File: src/rtl/iop_channel_scheduler.sv
// rtl/iop_channel_scheduler.sv - IOP command sequencer, device busy/interrupt table and memory-port arbiter
//
// Executes SIO/TIO/TDV/HIO/AIO against a per-device busy/interrupt table,
// drives per-device run enables and shares the single IOP memory port
// round-robin with a bounded burst length.
//
// Ports:
//   clock, reset              system clock, asynchronous active-high reset
//   cmd_valid/cmd_ready       command handshake (accepted in IDLE only)
//   cmd_func, cmd_device      function code; {IOP[10:8], device[7:0]}
//   cmd_done, cmd_cc          one-cycle completion pulse with condition code
//   aio_device                device reported by AIO (0 otherwise)
//   dev_active                run enable per device (mirrors busy table)
//   dev_done                  device finished (honoured only while busy)
//   dev_req, mem_grant        memory-port request / one-hot registered grant
module iop_channel_scheduler #(
    parameter int NUM_DEV   = 8,
    parameter int IOP_NUM   = 0,
    parameter int MAX_BURST = 4
) (
    input  logic               clock,
    input  logic               reset,
    input  logic               cmd_valid,
    input  logic [2:0]         cmd_func,
    input  logic [10:0]        cmd_device,
    output logic               cmd_ready,
    output logic               cmd_done,
    output logic [1:0]         cmd_cc,
    output logic [7:0]         aio_device,
    output logic [NUM_DEV-1:0] dev_active,
    input  logic [NUM_DEV-1:0] dev_done,
    input  logic [NUM_DEV-1:0] dev_req,
    output logic [NUM_DEV-1:0] mem_grant
);
    localparam int IW = $clog2(NUM_DEV);

    localparam logic [2:0] F_SIO = 3'd0;
    localparam logic [2:0] F_TIO = 3'd1;
    localparam logic [2:0] F_TDV = 3'd2;
    localparam logic [2:0] F_HIO = 3'd3;
    localparam logic [2:0] F_AIO = 3'd6;

    localparam logic [3:0] BURST_LIMIT = 4'(MAX_BURST);
    localparam logic [3:0] BURST_SAT   = 4'hF;

    typedef enum logic [1:0] {ST_IDLE, ST_DECODE, ST_RESPOND} state_t;

    state_t             state_q;
    logic               cmd_ready_q;
    logic               cmd_done_q;
    logic [1:0]         cc_q;
    logic [7:0]         aio_q;
    logic [2:0]         func_q;
    logic [2:0]         iop_q;
    logic [7:0]         dev_q;

    logic [NUM_DEV-1:0] busy_q, busy_d;
    logic [NUM_DEV-1:0] int_q, int_d;
    logic [NUM_DEV-1:0] grant_q, grant_d;
    logic [IW-1:0]      last_q, last_d;
    logic [3:0]         burst_q, burst_d;

    // ------------------------------------------------------------------
    // Command evaluation (only meaningful while in DECODE)
    // ------------------------------------------------------------------
    logic               iop_ok, dev_ok, sel_busy;
    logic [IW-1:0]      dev_idx;
    logic               aio_found;
    logic [IW-1:0]      aio_idx;
    logic [1:0]         cc_d;
    logic [7:0]         aio_d;
    logic [NUM_DEV-1:0] sio_set, hio_clr, aio_clr, done_eff;

    assign iop_ok   = (iop_q == 3'(IOP_NUM));
    assign dev_ok   = (int'(dev_q) < NUM_DEV);
    assign dev_idx  = dev_q[IW-1:0];
    assign sel_busy = busy_q[dev_idx];

    // Lowest-numbered pending interrupt: scan downward so the last hit wins.
    always_comb begin
        aio_found = 1'b0;
        aio_idx   = '0;
        for (int i = NUM_DEV - 1; i >= 0; i--) begin
            if (int_q[i]) begin
                aio_found = 1'b1;
                aio_idx   = IW'(i);
            end
        end
    end

    always_comb begin
        cc_d    = 2'b11;
        aio_d   = 8'd0;
        sio_set = '0;
        hio_clr = '0;
        aio_clr = '0;
        if (state_q == ST_DECODE) begin
            case (func_q)
                F_SIO: begin
                    if (iop_ok && dev_ok) begin
                        cc_d             = {1'b0, sel_busy};
                        sio_set[dev_idx] = !sel_busy;
                    end
                end
                F_TIO, F_TDV: begin
                    if (iop_ok && dev_ok) begin
                        cc_d = {1'b0, sel_busy};
                    end
                end
                F_HIO: begin
                    if (iop_ok && dev_ok) begin
                        cc_d             = {1'b0, sel_busy};
                        hio_clr[dev_idx] = sel_busy;
                    end
                end
                F_AIO: begin
                    if (iop_ok && aio_found) begin
                        cc_d             = 2'b00;
                        aio_d            = 8'(aio_idx);
                        aio_clr[aio_idx] = 1'b1;
                    end
                end
                default: ;
            endcase
        end
    end

    // A completion only counts on a busy device. HIO on the same edge wins:
    // the device stops without raising an interrupt. A fresh completion is
    // applied after an AIO acknowledge so it is never lost.
    assign done_eff = dev_done & busy_q;
    assign busy_d   = (busy_q & ~done_eff & ~hio_clr) | sio_set;
    assign int_d    = (int_q & ~aio_clr) | (done_eff & ~hio_clr);

    // ------------------------------------------------------------------
    // Memory-port arbiter
    // ------------------------------------------------------------------
    logic [NUM_DEV-1:0] cand, others;
    logic               holder_ok, rotate, pick_found;
    logic [IW-1:0]      pick_idx, scan_idx;

    assign cand      = busy_q & dev_req;
    assign others    = cand & ~grant_q;
    assign holder_ok = |(grant_q & cand);
    assign rotate    = holder_ok && (burst_q >= BURST_LIMIT) && (|others);

    // Search starts just after the last granted device; the current holder
    // is excluded so a rotation always moves to someone else.
    always_comb begin
        pick_found = 1'b0;
        pick_idx   = '0;
        scan_idx   = '0;
        for (int k = 1; k <= NUM_DEV; k++) begin
            scan_idx = IW'((int'(last_q) + k) % NUM_DEV);
            if (!pick_found && others[scan_idx]) begin
                pick_found = 1'b1;
                pick_idx   = scan_idx;
            end
        end
    end

    always_comb begin
        grant_d = grant_q;
        burst_d = burst_q;
        last_d  = last_q;
        if (holder_ok && !rotate) begin
            burst_d = (burst_q == BURST_SAT) ? burst_q : burst_q + 4'd1;
        end else if (pick_found) begin
            grant_d           = '0;
            grant_d[pick_idx] = 1'b1;
            last_d            = pick_idx;
            burst_d           = 4'd1;
        end else begin
            grant_d = '0;
            burst_d = 4'd0;
        end
    end

    always_ff @(posedge clock or posedge reset) begin
        if (reset) begin
            busy_q  <= '0;
            int_q   <= '0;
            grant_q <= '0;
            last_q  <= '0;
            burst_q <= 4'd0;
        end else begin
            busy_q  <= busy_d;
            int_q   <= int_d;
            grant_q <= grant_d;
            last_q  <= last_d;
            burst_q <= burst_d;
        end
    end

    // ------------------------------------------------------------------
    // Command FSM with registered handshake outputs
    // ------------------------------------------------------------------
    always_ff @(posedge clock or posedge reset) begin
        if (reset) begin
            state_q     <= ST_IDLE;
            cmd_ready_q <= 1'b1;
            cmd_done_q  <= 1'b0;
            cc_q        <= 2'b00;
            aio_q       <= 8'd0;
            func_q      <= 3'd0;
            iop_q       <= 3'd0;
            dev_q       <= 8'd0;
        end else begin
            case (state_q)
                ST_IDLE: begin
                    if (cmd_valid) begin
                        func_q      <= cmd_func;
                        iop_q       <= cmd_device[10:8];
                        dev_q       <= cmd_device[7:0];
                        cmd_ready_q <= 1'b0;
                        state_q     <= ST_DECODE;
                    end
                end
                ST_DECODE: begin
                    cc_q       <= cc_d;
                    aio_q      <= aio_d;
                    cmd_done_q <= 1'b1;
                    state_q    <= ST_RESPOND;
                end
                ST_RESPOND: begin
                    cmd_done_q  <= 1'b0;
                    cmd_ready_q <= 1'b1;
                    state_q     <= ST_IDLE;
                end
                default: state_q <= ST_IDLE;
            endcase
        end
    end

    assign cmd_ready  = cmd_ready_q;
    assign cmd_done   = cmd_done_q;
    assign cmd_cc     = cc_q;
    assign aio_device = aio_q;
    assign dev_active = busy_q;
    assign mem_grant  = grant_q;

endmodule
File: config.mk
export PLATFORM = sky130hd
export DESIGN_NAME = iop_channel_scheduler
export DESIGN_NICKNAME = d
export VERILOG_FILES = /design/src/rtl/iop_channel_scheduler.sv
export SDC_FILE = /design/constraint.sdc
export NUM_CORES = 1
export LEC_CHECK = 0
export BUFFER_PORTS_ARGS = -buffer_cell sky130_fd_sc_hd__buf_2
export CORE_MARGIN = 2
export CORE_UTILIZATION = 58
export CTS_CLUSTER_SIZE = 16
export DETAILED_ROUTE_END_ITERATION = 8
export HOLD_SLACK_MARGIN = 0.08
export PLACE_DENSITY = 0.81
export SLEW_MARGIN = 20
export SYNTH_ARGS = -nofsm -noshare
export SYNTH_HDL_FRONTEND = slang
export SYNTH_SLANG_ARGS = --single-unit
File: constraint.sdc
create_clock -name clock -period 4.3 [get_ports clock]
set_clock_uncertainty 0.15 [all_clocks]
set_input_delay 0.43 -clock clock [delete_from_list [all_inputs] [get_ports clock]]
set_output_delay 0.43 -clock clock [all_outputs]
set_load 0.05 [all_outputs]
# After elaboration in Yosys (flattened, before gate mapping)

Cells that the tools add are included.

Add/subtract/negate cells: 9
Magnitude comparators: 16
Equality and inequality tests: 9
Mux-type cells: 79
Bitwise logic cells: 17
Reduce and logical (&&, ||, !) cells: 35

Operators by type and width:

| operator            | count |
|---|---|
| $and 8x8->8         | 10 |
| $mux 8              | 10 |
| $mux 3              | 18 |
| $lt 3x4->1 const B  | 11 |
| $not 8->8           | 4 |
| $mux 1              | 30 |
| $bmux 1 s3          | 9 |
| $or 8x8->8          | 2 |
| $reduce_or 8->1     | 2 |
| $logic_and 1x1->1   | 15 |
| $add 3x3->3 const B | 4 |
| $demux 1 s3         | 3 |
| $ge 3x1->1 const B  | 3 |
| $logic_not 1->1     | 9 |
| $lt 8x4->1 const B  | 1 |
| $mux 4              | 2 |
| $pmux 2 s2          | 2 |
| $add 3x1->3 const B | 2 |
| $add 3x2->3 const B | 2 |
| $eq 3x2->1 const B  | 2 |
| $logic_not 3->1     | 2 |
| $mux 2              | 3 |
| $reduce_and 2->1    | 3 |
| $add 4x1->4 const B | 1 |
| other kinds (12)    | 15 |

Register bits: 59
Bits of input ports: 33
Output and inout bits: 28
Logic and storage cells: 178

# Depth between registers and ports, before layout

Depth in word-level cells: 31
Gate-level depth with buffers: 13
Gate-level depth less buffers: 9

# Least setup slack after synthesis

No wires, ideal clock.

Path kind: register -> register
From: register last_q[0]
To: register grant_q[0], in the netlist mem_grant[0]
Library setup time: 0.075 ns
Arrival time: 3.182 ns
Required time: 4.075 ns
Setup slack: 0.893 ns
Stages on the path, launching flop included: 13
Path buffers: 3
Period minus slack after synthesis: 3.407 ns
Cells stage by stage: dfrtp_1 -> buf_2 -> inv_2 -> buf_2 -> ha_1 -> buf_4 -> mux2i_2 -> mux4_2 -> nor4_2 -> a32o_1 -> o2bb2ai_2 -> or4b_4 -> o21ai_2

Longest elaborated chain between the ends: 30
Elaborated cells between the ends (all ways): 60
Those cells by class: add/sub: 8; order compare: 2; mux: 35; reduce/logical: 15

Ends and longest elaborated chain:

| what                                                                  | line | source |
|---|---|---|
| start, declared                                                       | 60   | `logic [IW-1:0] last_q, last_d;` |
| start signal, assigned                                                | 190  | `last_q <= last_d;` |
| $add 3x1->3                                                           | 154  | `scan_idx = IW'((int'(last_q) + k) % NUM_DEV);` |
| $bmux 1 s3                                                            | 155  | `if (!pick_found && others[scan_idx]) begin` |
| $mux 1 (not written as such)                                          | 155  |  |
| $mux 1                                                                | 155  |  |
| $logic_not 1->1                                                       | 155  |  |
| $logic_and 1x1->1                                                     | 155  |  |
| $mux 1                                                                | 155  |  |
| $logic_not 1->1                                                       | 155  |  |
| [... 14 more ...]                                                     | -    |  |
| $logic_not 1->1                                                       | 155  |  |
| $logic_and 1x1->1                                                     | 155  |  |
| $mux 3                                                                | 155  |  |
| $lt 3x4->1 (not written as such) / $ge 3x1->1 (equally long branches) | 170  | `grant_d[pick_idx] = 1'b1;` |
| $logic_and 1x1->1 (not written as such)                               | 170  |  |
| $mux 1 (not written as such)                                          | 170  |  |
| $demux 1 s3                                                           | 170  |  |
| $mux 8 (*)                                                            | 168  | `end else if (pick_found) begin` |
| end signal, assigned                                                  | 189  | `grant_q <= grant_d;` |
| end, declared                                                         | 59   | `logic [NUM_DEV-1:0] grant_q, grant_d;` |

Mark *: on every way between the ends. The rest lies on a longest branch, timed or not. The select of a mux whose other input is x is not followed.
A chain may end at the register's enable or synchronous reset.

# Worst setup path in the final report

From: register last_q[0]
To: register grant_q[4], in the netlist mem_grant[4]

Same word-level chain as after synthesis.

==> impl_metrics.yaml <==
status:
  status: "completed"
place:
  dp_worst_setup_slack_ns: 0.4655
  hpwl_um: 7894
  gpl.final_weighted_congestion: 0.9452
  buffers_on_ports: 55
  post-place-cells: 514
floorplan:
  initial_utilization_pct: 60.82
  design.portCount: 61
  die_area_um2: 7407
  dieHeight_um: 86.07
  floorplan.core_area_um2: 6422
  floorplan.rows: 29
  chipWidth_um: 86.07
power_and_ir_drop:
  sequentialPowerShare_pct: 32.3
  sw_frac_of_total_pct: 45.12
  power.combinational.fraction_pct: 54.6
  switchingPower_mw: 1.049
  clock_power_share_pct: 13.2
  intPower_mw: 1.276
  p_leak_nw: 1.984
  fin_total_pwr_mw: 2.325
  cellPowerDensity_nw_per_um2: 539.6
  ir_drop_uv: 350.8
route:
  route.detailed.vias_per_inst: 6.648
  drt_drc_violations_left: 0
  detail-route-antenna-nets: 0
  drt-wirelength-per-cell_um: 19.90
  drt_wl_total_um: 10390
  drtIter0Drc: 401
  first_pass_iters: 5
  dr_total_vias: 3470
timing:
  achievable-frequency_mhz: 256.7
  final_min_period_over_clock_period_pct: 90.61
  postLayoutSetupSlackWorst_ns: 0.4038
  totalNegativeSetupSlack_ns: 0
  fin_crit_ns: 3.896
  whs_ns: 0.1268
  setup-violations-final: 0
  setup_repair_after_global_routing_missed_its_margin: "false"
  worst_margin_slew_ns: 0.9091
  report.final.hold_viol_count: 0
  slew_violations: 0
  relSlewSlack_pct: 39.32
synthesis:
  synthSimpleGateAreaFrac_pct: 19.15
  ys_seq_area_share_pct: 34.63
  synth_compound_gate_area_share_pct: 19.09
  synth.cell_area_um2: 3906
  syn-instance-count: 392
  syn-mean-instance-area_um2: 9.965
  yosys.area_share.xor_xnor_pct: 0.8969
  dominant_combinational_cell_family_by_area_after_synthesis: "simple AND/OR/NAND/NOR gates"
  postSynth.topFlopCell: "sky130_fd_sc_hd__dfrtp_1"
  synth.area.mux_share_pct: 17.94
  synth_fa_ha_area_share_pct: 1.922
  synth_edf_count: 0
  ys.warnings.count: 0
  postSynthRegisterBits: 54
  async_flop_share_pct: 100.0
  synth_cell_type_count: 72
setup_path:
  r2r-start: "last_q[0]"
  timing.setup.critical_path_class: "reg2reg"
  critical_path_required_ns: 4.33
  critPathArrivalTime_ns: 3.93
  rr_endpoint: "mem_grant[4]"
  ff2ff_path_depth: 9
  ff2ff_setup_slack_ns: 0.40
  worstSetupStartpointType: "flip-flop"
  critical_path.max_fanout: 13
  cp-end-kind: "flip-flop"
clock_tree:
  clock_sinks: 54
  clockRootBuffer: "sky130_fd_sc_hd__clkbuf_8"
  cts_tree: "built"
  cts_post_setup_buffers_inserted: 0
  cts_max_path_buffers: 2
  clkSlewWorstSetupHoldPaths_ns: 0.09
  tritoncts.num_buffers: 5
  hold_buffers: 0
  htree_num_levels: 2
  worst_skew_pair.late_latency_ns: 0.32
  cts_repair_resize_count: 0
grt:
  grt_pass1_vias: 3394
  grt_antenna_before_repair: 0
  grtUsageTotal_pct: 29.33
  grt_pass1_wl_um: 16970
  maximum_number_of_pins_on_one_net_before_global_route_repair: 55
  overflow: 0
cells_and_area:
  flow.area_growth_from_synthesis_pct: 10.28
  final_layout_size_suffix_gt1_share_pct: 27.87
  mostFrequentLayoutCell: "sky130_fd_sc_hd__buf_2"
  number_of_inserted_filler_cells_in_the_final_layout: 507
  final_cell_mix: "sky130_fd_sc_hd__buf_2 (55), sky130_fd_sc_hd__dfrtp_1 (53), sky130_fd_sc_hd__nand2_1 (28), sky130_fd_sc_hd__inv_1 (25)"
  layout.cells.non_filler: 522
  design.final.nets: 483
  antennaDiodeCount: 0
flow_run:
  maxCapViolCount: 0
worst_hold_path:
  hold_class: "in2async"
[through the flow]
stage,util (%),cell area [um^2]
2_1_floorplan,-,3921
6_report,67.08,4308
3_3_place_gp,65.50,4207
5_1_grt,67.08,4308
4_1_cts,67.06,4307
3_5_place_dp,65.50,4207
[Yosys cell counts (5+ instances only)]
library cell	n	area (um^2)
sky130_fd_sc_hd__o22ai_1	10	62.56
sky130_fd_sc_hd__nor3_1	8	40.04
sky130_fd_sc_hd__nor2_1	23	86.33
sky130_fd_sc_hd__dfrtp_1	53	1326
sky130_fd_sc_hd__nand2_1	28	105.1
sky130_fd_sc_hd__o2bb2ai_1	5	43.79
sky130_fd_sc_hd__ha_1	6	75.07
sky130_fd_sc_hd__mux4_2	13	292.8
sky130_fd_sc_hd__a21o_1	5	37.54
sky130_fd_sc_hd__mux2_2	16	180.2
sky130_fd_sc_hd__nand4_1	8	50.05
sky130_fd_sc_hd__clkbuf_1	5	18.77
sky130_fd_sc_hd__inv_1	26	97.59
sky130_fd_sc_hd__o21ai_0	23	115.1
sky130_fd_sc_hd__and3b_1	5	43.79
sky130_fd_sc_hd__nand3_1	15	75.07
sky130_fd_sc_hd__buf_4	7	52.55
sky130_fd_sc_hd__a22o_1	5	43.79
sky130_fd_sc_hd__a21oi_1	11	55.05
sky130_fd_sc_hd__mux2i_1	17	170.2
[layer usage]
| metal | part of all wire [%] | wire, um | global-route usage, % |
|---|---|---|---|
| met1 | 42 | 4379 | 41.63 |
| met3 | 10 | 1062 | 7.122 |
| met4 | 2.8 | 292 | 9.957 |
| met2 | 45 | 4655 | 44.19 |
| met5 | 0 | 0 | 0 |
[power by group through the flow]
stage | Clock, mW | Combinational [mW] | Sequential, mW
finish | 0.306 | 1.27 | 0.750
CTS | 0.309 | 1.24 | 0.746
global placement | 0 | 1.22 | 0.746
detailed placement | 0 | 1.24 | 0.756
floorplan | 0 | 0.985 | 0.757
global route | 0.331 | 1.36 | 0.767
[worst max-delay path: stages, from the launching register on]
cell	delay [ns]
sky130_fd_sc_hd__dfrtp_1	0.64
sky130_fd_sc_hd__inv_2	0.07
sky130_fd_sc_hd__ha_1	0.71
sky130_fd_sc_hd__mux2i_1	0.24
sky130_fd_sc_hd__mux4_2	0.58
sky130_fd_sc_hd__nor4_2	0.36
sky130_fd_sc_hd__and2_1	0.27
sky130_fd_sc_hd__o31ai_1	0.13
sky130_fd_sc_hd__a32oi_1	0.44
sky130_fd_sc_hd__o21ai_0	0.16
[cell type report]
cell class                      count  area [um^2]  area share, %
Timing Repair Buffer               61        320.3          7.435
Sequential cell                    54         1353          31.40
Multi-Input combinational cell    293         2323          53.94
Inverter                           29        115.1          2.672
Clock buffer                        6        82.58          1.917
Clock inverter                      2        17.52         0.4066
Tap cell                           77        96.34          2.236
[state kept, by name (all words and copies together), names as in the netlist]
signal and flops:
iop_q 3, aio_device 3, cmd_ready 1, dev_active 8, burst_q 4, cmd_done 1
dev_q 8, int_q 8, func_q 3, cmd_cc 2, state_q 2, mem_grant 8
last_q 3
[worst max path at each step]
stage                          from            to  slack [ns]  cells past startpoint
after floorplan           last_q[0]  mem_grant[0]        0.89                     12
after global placement    last_q[0]  mem_grant[4]        0.64                      9
after detailed placement  last_q[0]  mem_grant[4]        0.47                      9
after CTS                 last_q[0]  mem_grant[4]        0.43                      9
after global routing      last_q[0]  mem_grant[4]        0.04                      9
final                     last_q[0]  mem_grant[4]        0.40                      9
[logic make-up (layout without fill, tap and decap cells)]
group / Yosys count / in the layout
xor gates and xnor gates: 4 / 4
DFF: 54 / 54
other: 1 / 5
AOI/OAI and AO/OA: 104 / 104
adders and majority gates: 6 / 6
buffers and inverters: 49 / 98
and+or+nand+nor: 124 / 124
muxes: 50 / 50
Power figures use the tool's default switching activity.
